$ cat src/rtl/sdram_wb_bridge_if.sv
// ============================================================================
//  Module   : sdram_wb_bridge_if
//  Purpose  : Wishbone slave bus plus sdram_controller handshake bundle.
//  Revision : 1.0  initial release
// ============================================================================
`default_nettype none

interface sdram_wb_bridge_if;
   logic        wbs_cyc_i;
   logic        wbs_stb_i;
   logic        wbs_we_i;
   logic [3:0]  wbs_sel_i;
   logic [31:0] wbs_adr_i;
   logic [31:0] wbs_dat_i;
   logic        wbs_ack_o;
   logic [31:0] wbs_dat_o;
   logic [22:0] ctrl_addr;
   logic        ctrl_rw;
   logic [31:0] ctrl_wdata;
   logic        ctrl_in_valid;
   logic        ctrl_busy;
   logic [31:0] ctrl_rdata;
   logic        ctrl_out_valid;
   logic        timeout_o;

   // Bridge side
   modport slave (
      input  wbs_cyc_i, wbs_stb_i, wbs_we_i, wbs_sel_i, wbs_adr_i, wbs_dat_i,
      output wbs_ack_o, wbs_dat_o,
      output ctrl_addr, ctrl_rw, ctrl_wdata, ctrl_in_valid,
      input  ctrl_busy, ctrl_rdata, ctrl_out_valid,
      output timeout_o
   );

   // Environment side: Wishbone master and controller
   modport master (
      output wbs_cyc_i, wbs_stb_i, wbs_we_i, wbs_sel_i, wbs_adr_i, wbs_dat_i,
      input  wbs_ack_o, wbs_dat_o,
      input  ctrl_addr, ctrl_rw, ctrl_wdata, ctrl_in_valid,
      output ctrl_busy, ctrl_rdata, ctrl_out_valid,
      input  timeout_o
   );
endinterface

`default_nettype wire

$ cat src/rtl/sdram_wb_bridge.sv
// ============================================================================
//  Module   : sdram_wb_bridge
//  Purpose  : Single-beat Wishbone slave to sdram_controller bridge with
//             read-modify-write byte lanes and a completion watchdog.
//  Revision : 1.0  initial release
// ============================================================================
`default_nettype none

module sdram_wb_bridge #(
   parameter logic [31:0] BASE_ADDR = 32'h3800_0000,
   parameter logic [31:0] ADDR_MASK = 32'hFE00_0000,
   parameter int unsigned TIMEOUT   = 1023
) (
   input  logic              clk,
   input  logic              rst_n,
   sdram_wb_bridge_if.slave  bus
);

   localparam logic [2:0]  c_IDLE    = 3'd0;
   localparam logic [2:0]  c_ISSUE   = 3'd1;
   localparam logic [2:0]  c_WAIT_RD = 3'd2;
   localparam logic [2:0]  c_MERGE   = 3'd3;
   localparam logic [2:0]  c_WAIT_WR = 3'd4;
   localparam logic [2:0]  c_ACK     = 3'd5;
   localparam logic [15:0] c_TIMEOUT = 16'(TIMEOUT);

   logic [2:0]  r_state;
   logic        r_we;
   logic [3:0]  r_sel;
   logic [31:0] r_dat;
   logic [31:0] r_rdata;
   logic        r_abort;
   logic        r_rmw;
   logic        r_seen_busy;
   logic [15:0] r_wdog;
   logic        r_timeout;

   logic        w_hit;
   logic        w_issue_fire;
   logic        w_wdog_active;
   logic        w_expired;
   logic [31:0] w_merged;

   assign w_hit = bus.wbs_cyc_i & bus.wbs_stb_i &
                  ((bus.wbs_adr_i & ADDR_MASK) == BASE_ADDR);

   assign w_issue_fire  = (r_state == c_ISSUE) & ~bus.ctrl_busy;
   assign w_wdog_active = (r_state == c_ISSUE)   || (r_state == c_WAIT_RD) ||
                          (r_state == c_MERGE)   || (r_state == c_WAIT_WR);
   assign w_expired     = w_wdog_active && (r_wdog >= c_TIMEOUT);

   // Selected lanes take the new write data, the rest keep the SDRAM contents
   for (genvar n = 0; n < 4; n++) begin : g_merge
      assign w_merged[8*n +: 8] = r_sel[n] ? r_dat[8*n +: 8] : r_rdata[8*n +: 8];
   end

   assign bus.ctrl_in_valid = w_issue_fire;
   assign bus.wbs_ack_o     = (r_state == c_ACK) & ~r_abort;
   assign bus.wbs_dat_o     = ((r_state == c_ACK) && !r_we) ? r_rdata : 32'h0;
   assign bus.timeout_o     = r_timeout;

   always_ff @(posedge clk or negedge rst_n) begin
      if (!rst_n) begin
         r_state        <= c_IDLE;
         r_we           <= 1'b0;
         r_sel          <= 4'h0;
         r_dat          <= 32'h0;
         r_rdata        <= 32'h0;
         r_abort        <= 1'b0;
         r_rmw          <= 1'b0;
         r_seen_busy    <= 1'b0;
         r_wdog         <= 16'h0;
         r_timeout      <= 1'b0;
         bus.ctrl_addr  <= 23'h0;
         bus.ctrl_rw    <= 1'b0;
         bus.ctrl_wdata <= 32'h0;
      end else begin
         // A master walking away mid-transaction only silences the ack
         if (r_state != c_IDLE && !bus.wbs_cyc_i) begin
            r_abort <= 1'b1;
         end
         if (w_wdog_active) begin
            r_wdog <= r_wdog + 16'd1;
         end

         case (r_state)
            c_IDLE: begin
               if (w_hit) begin
                  r_we           <= bus.wbs_we_i;
                  r_sel          <= bus.wbs_sel_i;
                  r_dat          <= bus.wbs_dat_i;
                  r_abort        <= 1'b0;
                  r_wdog         <= 16'h0;
                  bus.ctrl_addr  <= bus.wbs_adr_i[24:2];
                  bus.ctrl_wdata <= bus.wbs_dat_i;
                  bus.ctrl_rw    <= bus.wbs_we_i && (bus.wbs_sel_i == 4'hF);
                  r_rmw          <= bus.wbs_we_i && (bus.wbs_sel_i != 4'hF) &&
                                    (bus.wbs_sel_i != 4'h0);
                  if (bus.wbs_we_i && bus.wbs_sel_i == 4'h0) begin
                     r_state <= c_ACK;
                  end else begin
                     r_state <= c_ISSUE;
                  end
               end
            end

            c_ISSUE: begin
               // Once the request pulse is out it is committed, so it beats expiry
               if (w_issue_fire) begin
                  if (!bus.ctrl_rw) begin
                     r_state <= c_WAIT_RD;
                  end else begin
                     r_seen_busy <= 1'b0;
                     r_state     <= c_WAIT_WR;
                  end
               end else if (w_expired) begin
                  r_rdata   <= r_we ? 32'h0 : 32'hFFFF_FFFF;
                  r_timeout <= 1'b1;
                  r_state   <= c_ACK;
               end
            end

            c_WAIT_RD: begin
               if (bus.ctrl_out_valid) begin
                  r_rdata <= bus.ctrl_rdata;
                  r_state <= r_rmw ? c_MERGE : c_ACK;
               end else if (w_expired) begin
                  r_rdata   <= r_we ? 32'h0 : 32'hFFFF_FFFF;
                  r_timeout <= 1'b1;
                  r_state   <= c_ACK;
               end
            end

            c_MERGE: begin
               if (w_expired) begin
                  r_rdata   <= 32'h0;
                  r_timeout <= 1'b1;
                  r_state   <= c_ACK;
               end else begin
                  bus.ctrl_wdata <= w_merged;
                  bus.ctrl_rw    <= 1'b1;
                  r_rmw          <= 1'b0;
                  r_state        <= c_ISSUE;
               end
            end

            c_WAIT_WR: begin
               if (w_expired) begin
                  r_rdata   <= 32'h0;
                  r_timeout <= 1'b1;
                  r_state   <= c_ACK;
               end else begin
                  if (bus.ctrl_busy) begin
                     r_seen_busy <= 1'b1;
                  end
                  if (r_seen_busy && !bus.ctrl_busy) begin
                     r_state <= c_ACK;
                  end
               end
            end

            c_ACK: begin
               r_state <= c_IDLE;
            end

            default: begin
               r_state <= c_IDLE;
            end
         endcase
      end
   end

endmodule

`default_nettype wire
$ cat src/flat_wrapper.sv
// flat-port wrapper written by rule: the top's interface ports become plain ports
module sdram_wb_bridge_flat 
#(
   parameter logic [31:0] BASE_ADDR = 32'h3800_0000,
   parameter logic [31:0] ADDR_MASK = 32'hFE00_0000,
   parameter int unsigned TIMEOUT   = 1023
)
  (clk, rst_n, bus_wbs_cyc_i, bus_wbs_stb_i, bus_wbs_we_i, bus_wbs_sel_i, bus_wbs_adr_i, bus_wbs_dat_i, bus_wbs_ack_o, bus_wbs_dat_o, bus_ctrl_addr, bus_ctrl_rw, bus_ctrl_wdata, bus_ctrl_in_valid, bus_ctrl_busy, bus_ctrl_rdata, bus_ctrl_out_valid, bus_timeout_o);
  sdram_wb_bridge_if bus_i ();
  input  logic clk;
  input  logic rst_n;
  input wire logic [$bits(bus_i.wbs_cyc_i)-1:0] bus_wbs_cyc_i;
  input wire logic [$bits(bus_i.wbs_stb_i)-1:0] bus_wbs_stb_i;
  input wire logic [$bits(bus_i.wbs_we_i)-1:0] bus_wbs_we_i;
  input wire logic [$bits(bus_i.wbs_sel_i)-1:0] bus_wbs_sel_i;
  input wire logic [$bits(bus_i.wbs_adr_i)-1:0] bus_wbs_adr_i;
  input wire logic [$bits(bus_i.wbs_dat_i)-1:0] bus_wbs_dat_i;
  output wire logic [$bits(bus_i.wbs_ack_o)-1:0] bus_wbs_ack_o;
  output wire logic [$bits(bus_i.wbs_dat_o)-1:0] bus_wbs_dat_o;
  output wire logic [$bits(bus_i.ctrl_addr)-1:0] bus_ctrl_addr;
  output wire logic [$bits(bus_i.ctrl_rw)-1:0] bus_ctrl_rw;
  output wire logic [$bits(bus_i.ctrl_wdata)-1:0] bus_ctrl_wdata;
  output wire logic [$bits(bus_i.ctrl_in_valid)-1:0] bus_ctrl_in_valid;
  input wire logic [$bits(bus_i.ctrl_busy)-1:0] bus_ctrl_busy;
  input wire logic [$bits(bus_i.ctrl_rdata)-1:0] bus_ctrl_rdata;
  input wire logic [$bits(bus_i.ctrl_out_valid)-1:0] bus_ctrl_out_valid;
  output wire logic [$bits(bus_i.timeout_o)-1:0] bus_timeout_o;
  assign bus_i.wbs_cyc_i = bus_wbs_cyc_i;
  assign bus_i.wbs_stb_i = bus_wbs_stb_i;
  assign bus_i.wbs_we_i = bus_wbs_we_i;
  assign bus_i.wbs_sel_i = bus_wbs_sel_i;
  assign bus_i.wbs_adr_i = bus_wbs_adr_i;
  assign bus_i.wbs_dat_i = bus_wbs_dat_i;
  assign bus_wbs_ack_o = bus_i.wbs_ack_o;
  assign bus_wbs_dat_o = bus_i.wbs_dat_o;
  assign bus_ctrl_addr = bus_i.ctrl_addr;
  assign bus_ctrl_rw = bus_i.ctrl_rw;
  assign bus_ctrl_wdata = bus_i.ctrl_wdata;
  assign bus_ctrl_in_valid = bus_i.ctrl_in_valid;
  assign bus_i.ctrl_busy = bus_ctrl_busy;
  assign bus_i.ctrl_rdata = bus_ctrl_rdata;
  assign bus_i.ctrl_out_valid = bus_ctrl_out_valid;
  assign bus_timeout_o = bus_i.timeout_o;
  sdram_wb_bridge #(.BASE_ADDR(BASE_ADDR), .ADDR_MASK(ADDR_MASK), .TIMEOUT(TIMEOUT)) u_core (.clk(clk), .rst_n(rst_n), .bus(bus_i));
endmodule
$ cat config.mk
export PLATFORM = sky130hd
export DESIGN_NAME = sdram_wb_bridge_flat
export DESIGN_NICKNAME = d
export VERILOG_FILES = /design/src/rtl/sdram_wb_bridge_if.sv /design/src/rtl/sdram_wb_bridge.sv /design/src/flat_wrapper.sv
export SDC_FILE = /design/constraint.sdc
export NUM_CORES = 1
export LEC_CHECK = 0
export ABC_AREA = 1
export CAP_MARGIN = 30
export CORE_ASPECT_RATIO = 0.8
export CORE_MARGIN = 8
export CORE_UTILIZATION = 65
export DETAILED_ROUTE_END_ITERATION = 8
export DONT_BUFFER_PORTS = 1
export PLACE_DENSITY = 0.81
export SYNTH_ARGS = -nofsm -noshare
export SYNTH_HDL_FRONTEND = slang
export SYNTH_SLANG_ARGS = --single-unit
$ cat constraint.sdc
create_clock -name clk -period 2.9 [get_ports clk]
set_input_delay 0.29 -clock clk [delete_from_list [all_inputs] [get_ports clk]]
set_output_delay 0.29 -clock clk [all_outputs]
set_load 0.01 [all_outputs]
## After elaboration in Yosys (flattened, before gate mapping)

Index checks and enable logic that the tools add are counted.

| word-level totals | value |
|---|---|
| register bits | 148 |
| word-level logic and storage cells | 113 |

| operators by class | value |
|---|---|
| $add $sub $neg | 1 |
| $lt $le $gt $ge | 1 |
| equal/unequal tests | 18 |
| mux-type cells | 46 |
| bitwise operators | 6 |
| reductions and logical operators | 28 |

Operators by type and width:

| operator | count |
|---|---|
| 32-bit two-way mux | 8 |
| 32-bit one-hot mux with 3 select lines | 1 |
| 32-bit one-hot mux with 2 select lines | 1 |
| 16-bit two-way mux | 3 |
| 8-bit two-way mux | 4 |
| 3-bit two-way mux | 10 |
| 16-bit by 1-bit adder with 16-bit output, second input constant | 1 |
| 16-bit by 10-bit >= comparator with 1-bit output, second input constant | 1 |
| 3-bit one-hot mux with 5 select lines | 1 |
| 1-bit two-way mux | 14 |
| 2-bit != test, second input constant | 6 |
| 3-bit AND reduction | 3 |
| 1-bit logical AND | 8 |
| 7-bit by 5-bit == test with 1-bit output, second input constant | 1 |
| 3-bit by 2-bit == test with 1-bit output, second input constant | 2 |
| 3-bit == test, second input constant | 2 |
| 2-bit by 1-bit != test with 1-bit output, second input constant | 3 |
| 1-bit one-hot mux with 2 select lines | 3 |
| 3-bit nonzero test | 2 |
| 5-bit AND reduction | 1 |
| 1-bit bitwise AND | 4 |
| 4-bit == test, second input constant | 1 |
| 4-bit logical NOT | 1 |
| 4-bit != test, second input constant | 1 |
| other kinds (11) | 18 |

## Depth between registers and ports, before layout

Gate-level depths: netlist of the first run.

| depth | value |
|---|---|
| depth after elaboration | 8 |
| depth in mapped cells | 13 |
| depth with buffers taken out | 11 |

## Worst setup path after synthesis of the first run

No wires, ideal clock.

| path | value |
|---|---|
| path kind | reg-to-reg |
| start | register u_core.r_wdog[0] |
| end | register u_core.r_rdata[13] |
| library setup time | 0.117 ns |
| arrival time | 1.576 ns |
| required time | 2.783 ns |
| setup slack | 1.206 ns |
| stages on the path, launching flop included | 13 |
| cell sequence | dfrtp_1 ha_1 nand2_1 nor2_2 nand3_1 nand2_2 nand2_2 clkbuf_1 nand2_1 nand2_1 o21ai_0 nand3_1 nand2_1 |

| between the ends | value |
|---|---|
| cells in the longest elaborated chain, start to end | 5 |

RTL lines:

| element | RTL line | text |
|---|---|---|
| start, declared | sdram_wb_bridge.sv:35 | `logic [15:0] r_wdog;` |
| start signal, assigned | sdram_wb_bridge.sv:83 | `r_wdog <= r_wdog + 16'd1;` |
| 16-bit by 10-bit >= comparator with 1-bit output * | sdram_wb_bridge.sv:50 | `assign w_expired = w_wdog_active && (r_wdog >= c_TIMEOUT);` |
| 1-bit logical AND * | sdram_wb_bridge.sv:50 |  |
| 32-bit two-way mux | -- |  |
| 32-bit two-way mux (on tied branches) | -- |  |
| 32-bit one-hot mux with 3 select lines | -- |  |
| end signal, assigned | sdram_wb_bridge.sv:117 | `r_rdata <= r_we ? 32'h0 : 32'hFFFF_FFFF;` |
| end signal, assigned | sdram_wb_bridge.sv:125 | `r_rdata <= bus.ctrl_rdata;` |
| end signal, assigned | sdram_wb_bridge.sv:128 | `r_rdata <= r_we ? 32'h0 : 32'hFFFF_FFFF;` |
| end, declared | sdram_wb_bridge.sv:31 | `logic [31:0] r_rdata;` |

Every way passes the cells marked *; elsewhere a longest branch is shown, timed or not. The select of a mux whose other input is x is not followed.
A chain may end at the register's enable or synchronous reset.

## Worst setup path after layout of the first run

| path | value |
|---|---|
| start | register u_core.r_wdog[0] |
| end | register u_core.r_rdata[3] |

The elaborated chain is that of the path after synthesis.

==> impl_metrics.ini, run 1 <==
[outcome]
status = finished with violations
violations = negative hold slack

[global_routing]
grt_max_degree = 149
antenna_found_initial = 0
grt_pass1_wl_microns = 34400
grt_pass1_vias = 6898
grt_overflow = 0
grt_usage_pct = 27.6

[worst_setup_path]
reg2reg_slack_ps = 530
worstSetupPathType = flip-flop to flip-flop
endpoint = u_core.r_rdata[3]
r2r-start = u_core.r_wdog[0]
r2r-end = u_core.r_rdata[3]
slowest_stage = o211ai_4
max_stage_delay_ps = 480
path_cells = ha_1, nand2_1, nor2_2, nand3_1, nand2_2, o211ai_4, inv_2, nand3_1, nand2_1
arrival_ps = 2670
critPathMaxFanout = 32
cp.required_ps = 3200
startpoint = u_core.r_wdog[0]
critPathCaptureType = flip-flop
reg2reg_depth = 9
start_kind = flip-flop

[cts]
ctsHoldBuffers = 51
cts-htree-levels = 4
clk_pin_slew_ps = 60
post_cts_buffers = 0
cts_inserted_buffers = 17
cts.sinks = 148
cts_root_buffer = clkbuf_16
cts_tree = yes
cts_resized = 0
clk_path_buf_depth = 2
clkLatencyLatePin_ps = 420

[drt]
drt-total-wl_microns = 21200
postRouteAntennaNets = 0
drtIter0Drc = 631
vias = 6930
wl_per_cell_microns = 17.3
drtPass1Iterations = 5
via_per_inst = 5.65
drc = 0

[floorplanning]
die_h_microns = 114
rows = 35
initial_core_util_pct = 66.9
die-area_sq_um = 15700
core_sq_um = 11600
dieWidth_microns = 138
ios = 198

[timing]
finalHoldViolations = 148
period_share_pct = 81.7
maxSlewHeadroom_pct = 39.5
whs_ps = -432
worst_slew_pin_slew_ps = 907
drv_slew = 0
clock_skew_ps = 13.6
rsz0062_at_grt = no
finalSetupTns_ps = 0
min_period_ps = 2370
fmax_ghz = 0.422
setup_viol = 0

[pwr]
power_density_nw_per_um2 = 792
total_power_mw = 7.00
max-vdd-ir-drop_mv = 0.420
leakage_nw = 4.68

[synthesis]
synth_largest_area_cell = dfrtp_1
synth_cell_types = 34
syn-cell-area_sq_um = 7740
synth-seq-cells = 148
syn_nets = 1158
yosysWarningCount = 0
syn_avg_cell_area_sq_um = 7.37
yosys.area.top_type_share_pct = 47.9
syn_inst = 1050
ys_seq_area_share_pct = 47.9
synthTopCellsByArea = dfrtp_1 (48%), nand2_1 (21%), o21ai_0 (7.3%)

[place]
port_buffers = 0
place_hpwl_microns = 13300
gp_congestion = 0.857

[layout]
final_util_pct = 76.5
area_delta_synth_final_pct = 14.2
antenna_cells = 0
drive_above_1_share_pct = 5.93
nets = 1175

[hold_path]
min_path_type = primary input to async pin

[run]
cap_violations = 0
[synth_stat cells (all sizes together)]
cell type  instances
nand2            436
o21ai            154
dfrtp            148
inv               72
nor2              62
nand3             43
clkbuf            36
mux2i             29
buf               27
a21oi             12
nor3               7
nand4              6
xor2               5
or2                3
nor3b              2
a2bb2oi            1
a31oi              1
and3               1
ha                 1
o211ai             1
o21bai             1
o22ai              1
xnor2              1
[layout by cell type (no fill, tap or decap), drive strengths merged]
cell type	n
and3	1
dfrtp	148
nand2	436
clkinv	7
bufinv	3
xor2	5
o21ai	154
clkinvlp	1
a2bb2oi	1
a21oi	12
o21bai	1
mux2i	29
ha	1
buf	10
nor2	62
xnor2	1
nor3	7
dlygate4sd3	51
clkbuf	18
nor3b	2
o211ai	1
or2	3
nand3	43
nand4	6
a31oi	1
inv	74
o22ai	1
[area by class of cell]
class                   instances  area (sq um)
well taps                     148           185
flip-flops and latches        148          3700
fillers                       852          2720
multi-input cells             767          3480
inverters                      72           270
clock inverters                13           158
clock buffers                  18           429
repair buffers                 61           611
[logic make-up after synthesis]
kind of cell / Yosys count / synth area share (%)
xor gates and xnor gates: 6 / 0.679
adders and majority gates: 1 / 0.162
muxes: 29 / 3.75
DFF: 148 / 47.9
and+or+nand+nor: 560 / 28.8
buffers and inverters: 135 / 7.39
AOI/OAI and AO/OA: 171 / 11.3
[worst min-delay path by stage]
stage | startpoint | to | slack [ps] | cells past startpoint
after floorplan | rst_n | u_core.bus.ctrl_addr[0] | -6 | 0
after global placement | rst_n | u_core.bus.ctrl_addr[12] | -2 | 0
after detailed placement | rst_n | u_core.bus.ctrl_addr[12] | -3 | 0
after CTS | rst_n | u_core.bus.ctrl_addr[18] | -450 | 0
after global routing | rst_n | u_core.r_seen_busy | -450 | 0
final | rst_n | u_core.bus.ctrl_addr[14] | -430 | 0
[layer usage]
layer | share of wire (%) | global-route usage, % | up-vias | wire length, microns
li1 | - | - | 3352 | -
met5 | 0 | 0 | - | 0
met1 | 41 | 35.3 | 3227 | 8730
met3 | 12 | 9.49 | 30 | 2500
met2 | 45 | 43.2 | 321 | 9640
met4 | 1.5 | 8.72 | 0 | 322
[power breakdown]
group	internal, mW	switching [mW]
registers	2.44	0.282
clock network	1.35	0.872
logic	0.719	1.34
[critical path, delay by kind of cell (launching register included)]
kind	cells	cell delay (ps)
buffers and inverters	1	420
adders and majority gates	1	230
AOI/OAI and AO/OA	1	480
and+or+nand+nor	6	690
DFF	1	420
[registers in the layout, indices dropped and copies added (netlist names)]
register,cells
u_core.bus.ctrl_wdata,32
u_core.r_dat,32
u_core.r_rdata,32
u_core.bus.ctrl_addr,23
u_core.r_wdog,16
u_core.r_sel,4
u_core.r_state,3
u_core.bus.ctrl_rw,1
u_core.bus.timeout_o,1
u_core.r_abort,1
u_core.r_rmw,1
u_core.r_seen_busy,1
u_core.r_we,1
[stage by stage]
| step | instances | worst slack, ps | instance area [sq um] |
|---|---|---|---|
| 6_report | 1227 | 531 | 8840 |
| 5_1_grt | 1227 | 361 | 8840 |
| 4_1_cts | 1227 | 531 | 8840 |
| 3_5_place_dp | 1145 | 551 | 7740 |
| 3_3_place_gp | 1145 | 645 | 7740 |
| 2_1_floorplan | 1050 | 1210 | 7740 |
(Power assumes the default switching activity.)
==> run 2: changes to the inputs <==
- CORE_UTILIZATION: 65 -> 64
- PLACE_DENSITY: 0.81 -> 0.8
- clock period: 2.9 -> 2.4 ns (I/O delays scaled with it)
==> run 2 against run 1 <==
Net effect: the run still ends with negative hold slack left; non-clock buffer count up 11; register-to-register slack worse by 300 ps; clock power up 32%; critical path depth down 5; design area up 2.2%; final cell count up 1.2%; die area up 1.4%; sequential power up 21%; sequential share of layout area down 0.88 points; combinational power up 25%; worst setup slack worse by 420 ps; critical path type is now flip-flop to primary output; largest cell class unchanged; highest routed layer unchanged.
==> impl_metrics.ini, run 2 (synthesized netlist as in run 1, its figures left out) <==
[cts]
cts_root_buffer = clkbuf_16
cts_resized = 0
cts-htree-levels = 4
cts.sinks = 148
ctsHoldBuffers = 59
clkLatencyLatePin_ps = 430
clk_path_buf_depth = 2
clk_pin_slew_ps = 60
post_cts_buffers = 0
cts_tree = yes
cts_inserted_buffers = 17

[layout]
nFillCells = 872
final_common_cell = nand2_1
drive_above_1_share_pct = 6.15
mostFrequentLayoutCells = nand2_1 (431), dfrtp_1 (148), o21ai_0 (113)
area_delta_synth_final_pct = 16.7
reg_top3 = u_core.bus.ctrl_wdata: 32 flops, u_core.r_dat: 32 flops, u_core.r_rdata: 32 flops
nets = 1186
antenna_cells = 0

[global_routing]
grt_pass1_wl_microns = 36100
grt_usage_pct = 28.5
grt_max_degree = 149
antenna_found_initial = 0
grt_overflow = 0
grt_pass1_vias = 7127

[worst_setup_path]
critPathMaxFanout = 32
cp.required_ps = 2160
r2r-start = u_core.r_wdog[0]
critPathCaptureType = primary output
start_kind = flip-flop
startpoint = u_core.r_state[1]
arrival_ps = 2050
worstSetupPathType = flip-flop to primary output

[timing]
layout_setup_ws_ps = 111
fmax_ghz = 0.437
setup_viol = 0
drv_slew = 0
finalSetupTns_ps = 0
period_share_pct = 95.4
maxSlewHeadroom_pct = 49.4
rsz0062_at_grt = no
worst_slew_pin_slew_ps = 760
clock_skew_ps = 9.10
whs_ps = -497
min_period_ps = 2290
finalHoldViolations = 148

[floorplanning]
core_sq_um = 12000
initial_core_util_pct = 64.6
rows = 36
die-area_sq_um = 15900
ios = 198
dieWidth_microns = 139
die_h_microns = 114

[drt]
drt-total-wl_microns = 22200
postRouteAntennaNets = 0
via_per_inst = 5.76
drtPass1Iterations = 6
wl_per_cell_microns = 17.9
drtIter0Drc = 688
drc = 0
vias = 7150

[place]
port_buffers = 0
place_hpwl_microns = 13700
gp_congestion = 0.847
pre_cts_ws_ps = 322

[outcome]
violations = negative hold slack
status = finished with violations

[run]
cap_violations = 0

[pwr]
leakage_nw = 4.76
max-vdd-ir-drop_mv = 0.578
power_density_nw_per_um2 = 973
total_power_mw = 8.79

[hold_path]
min_path_type = primary input to async pin
[run 2: cell types whose count changed in the layout (fill, tap and decap cells not counted)]
cell / previous run / this run
bufinv_16: 3 / 4
clkinv_2: 5 / 2
inv_6: 2 / 0
dlygate4sd3_1: 51 / 59
buf_12: 2 / 4
clkinv_4: 2 / 1
clkbuf_8: 0 / 5
buf_4: 8 / 9
[run 2: final cells by class]
type / instances / area (sq um) / area share, %
clock buffers: 23 / 498 / 5.52
clock inverters: 8 / 146 / 1.62
inverters: 72 / 270 / 2.99
multi-input cells: 767 / 3480 / 38.6
flip-flops and latches: 148 / 3700 / 41.0
well taps: 152 / 190 / 2.11
repair buffers: 72 / 738 / 8.18
[run 2: metrics by stage]
stage | cells | utilization, % | hold WS (ps) | area, sq um
finish | 1242 | 75.4 | -497 | 9030
global route | 1242 | 75.4 | -513 | 9030
CTS | 1242 | 75.4 | -503 | 9030
detailed placement | 1152 | 65.0 | -52.6 | 7790
global placement | 1152 | 65.0 | -52.3 | 7790
floorplan | 1050 | - | -55.6 | 7740
[run 2: worst max-delay path, cell delays in order (launching register included)]
cell and delay (ps):
dfrtp_1 450, inv_2 90, nand3_1 90, or2_2 590, nor2_1 390
[run 2: path summary, 6_finish.rpt]
| check | endpoint | slack [ps] | cells after the start |
|---|---|---|---|
| worst max register to register | u_core.r_rdata[23] | 230 | 12 |
| worst min register to register | u_core.r_rdata[12] | 480 | 2 |
| max in group asynchronous | u_core.r_rdata[1] | 2610 | 0 |
| min in group clk | u_core.bus.ctrl_wdata[20] | 10 | 2 |
| worst min-delay path | u_core.bus.ctrl_addr[12] | -500 | 0 |
| worst max-delay path | bus_wbs_dat_o[1] | 110 | 4 |
[run 2: power by group]
part	internal (mW)	total (mW)	switching (mW)	leakage [nW]
clock	1.87	2.92	1.05	0.315
sequential	2.95	3.29	0.345	1.95
combinational	0.894	2.58	1.69	2.50
[run 2: routing by layer]
metal / wire, microns / part of all wire [%] / global-route usage, %
met3: 2580 / 12 / 11.3
met4: 548 / 2.5 / 11.4
met1: 8810 / 40 / 33.7
met5: 0 / 0 / 0
met2: 10300 / 46 / 46.2
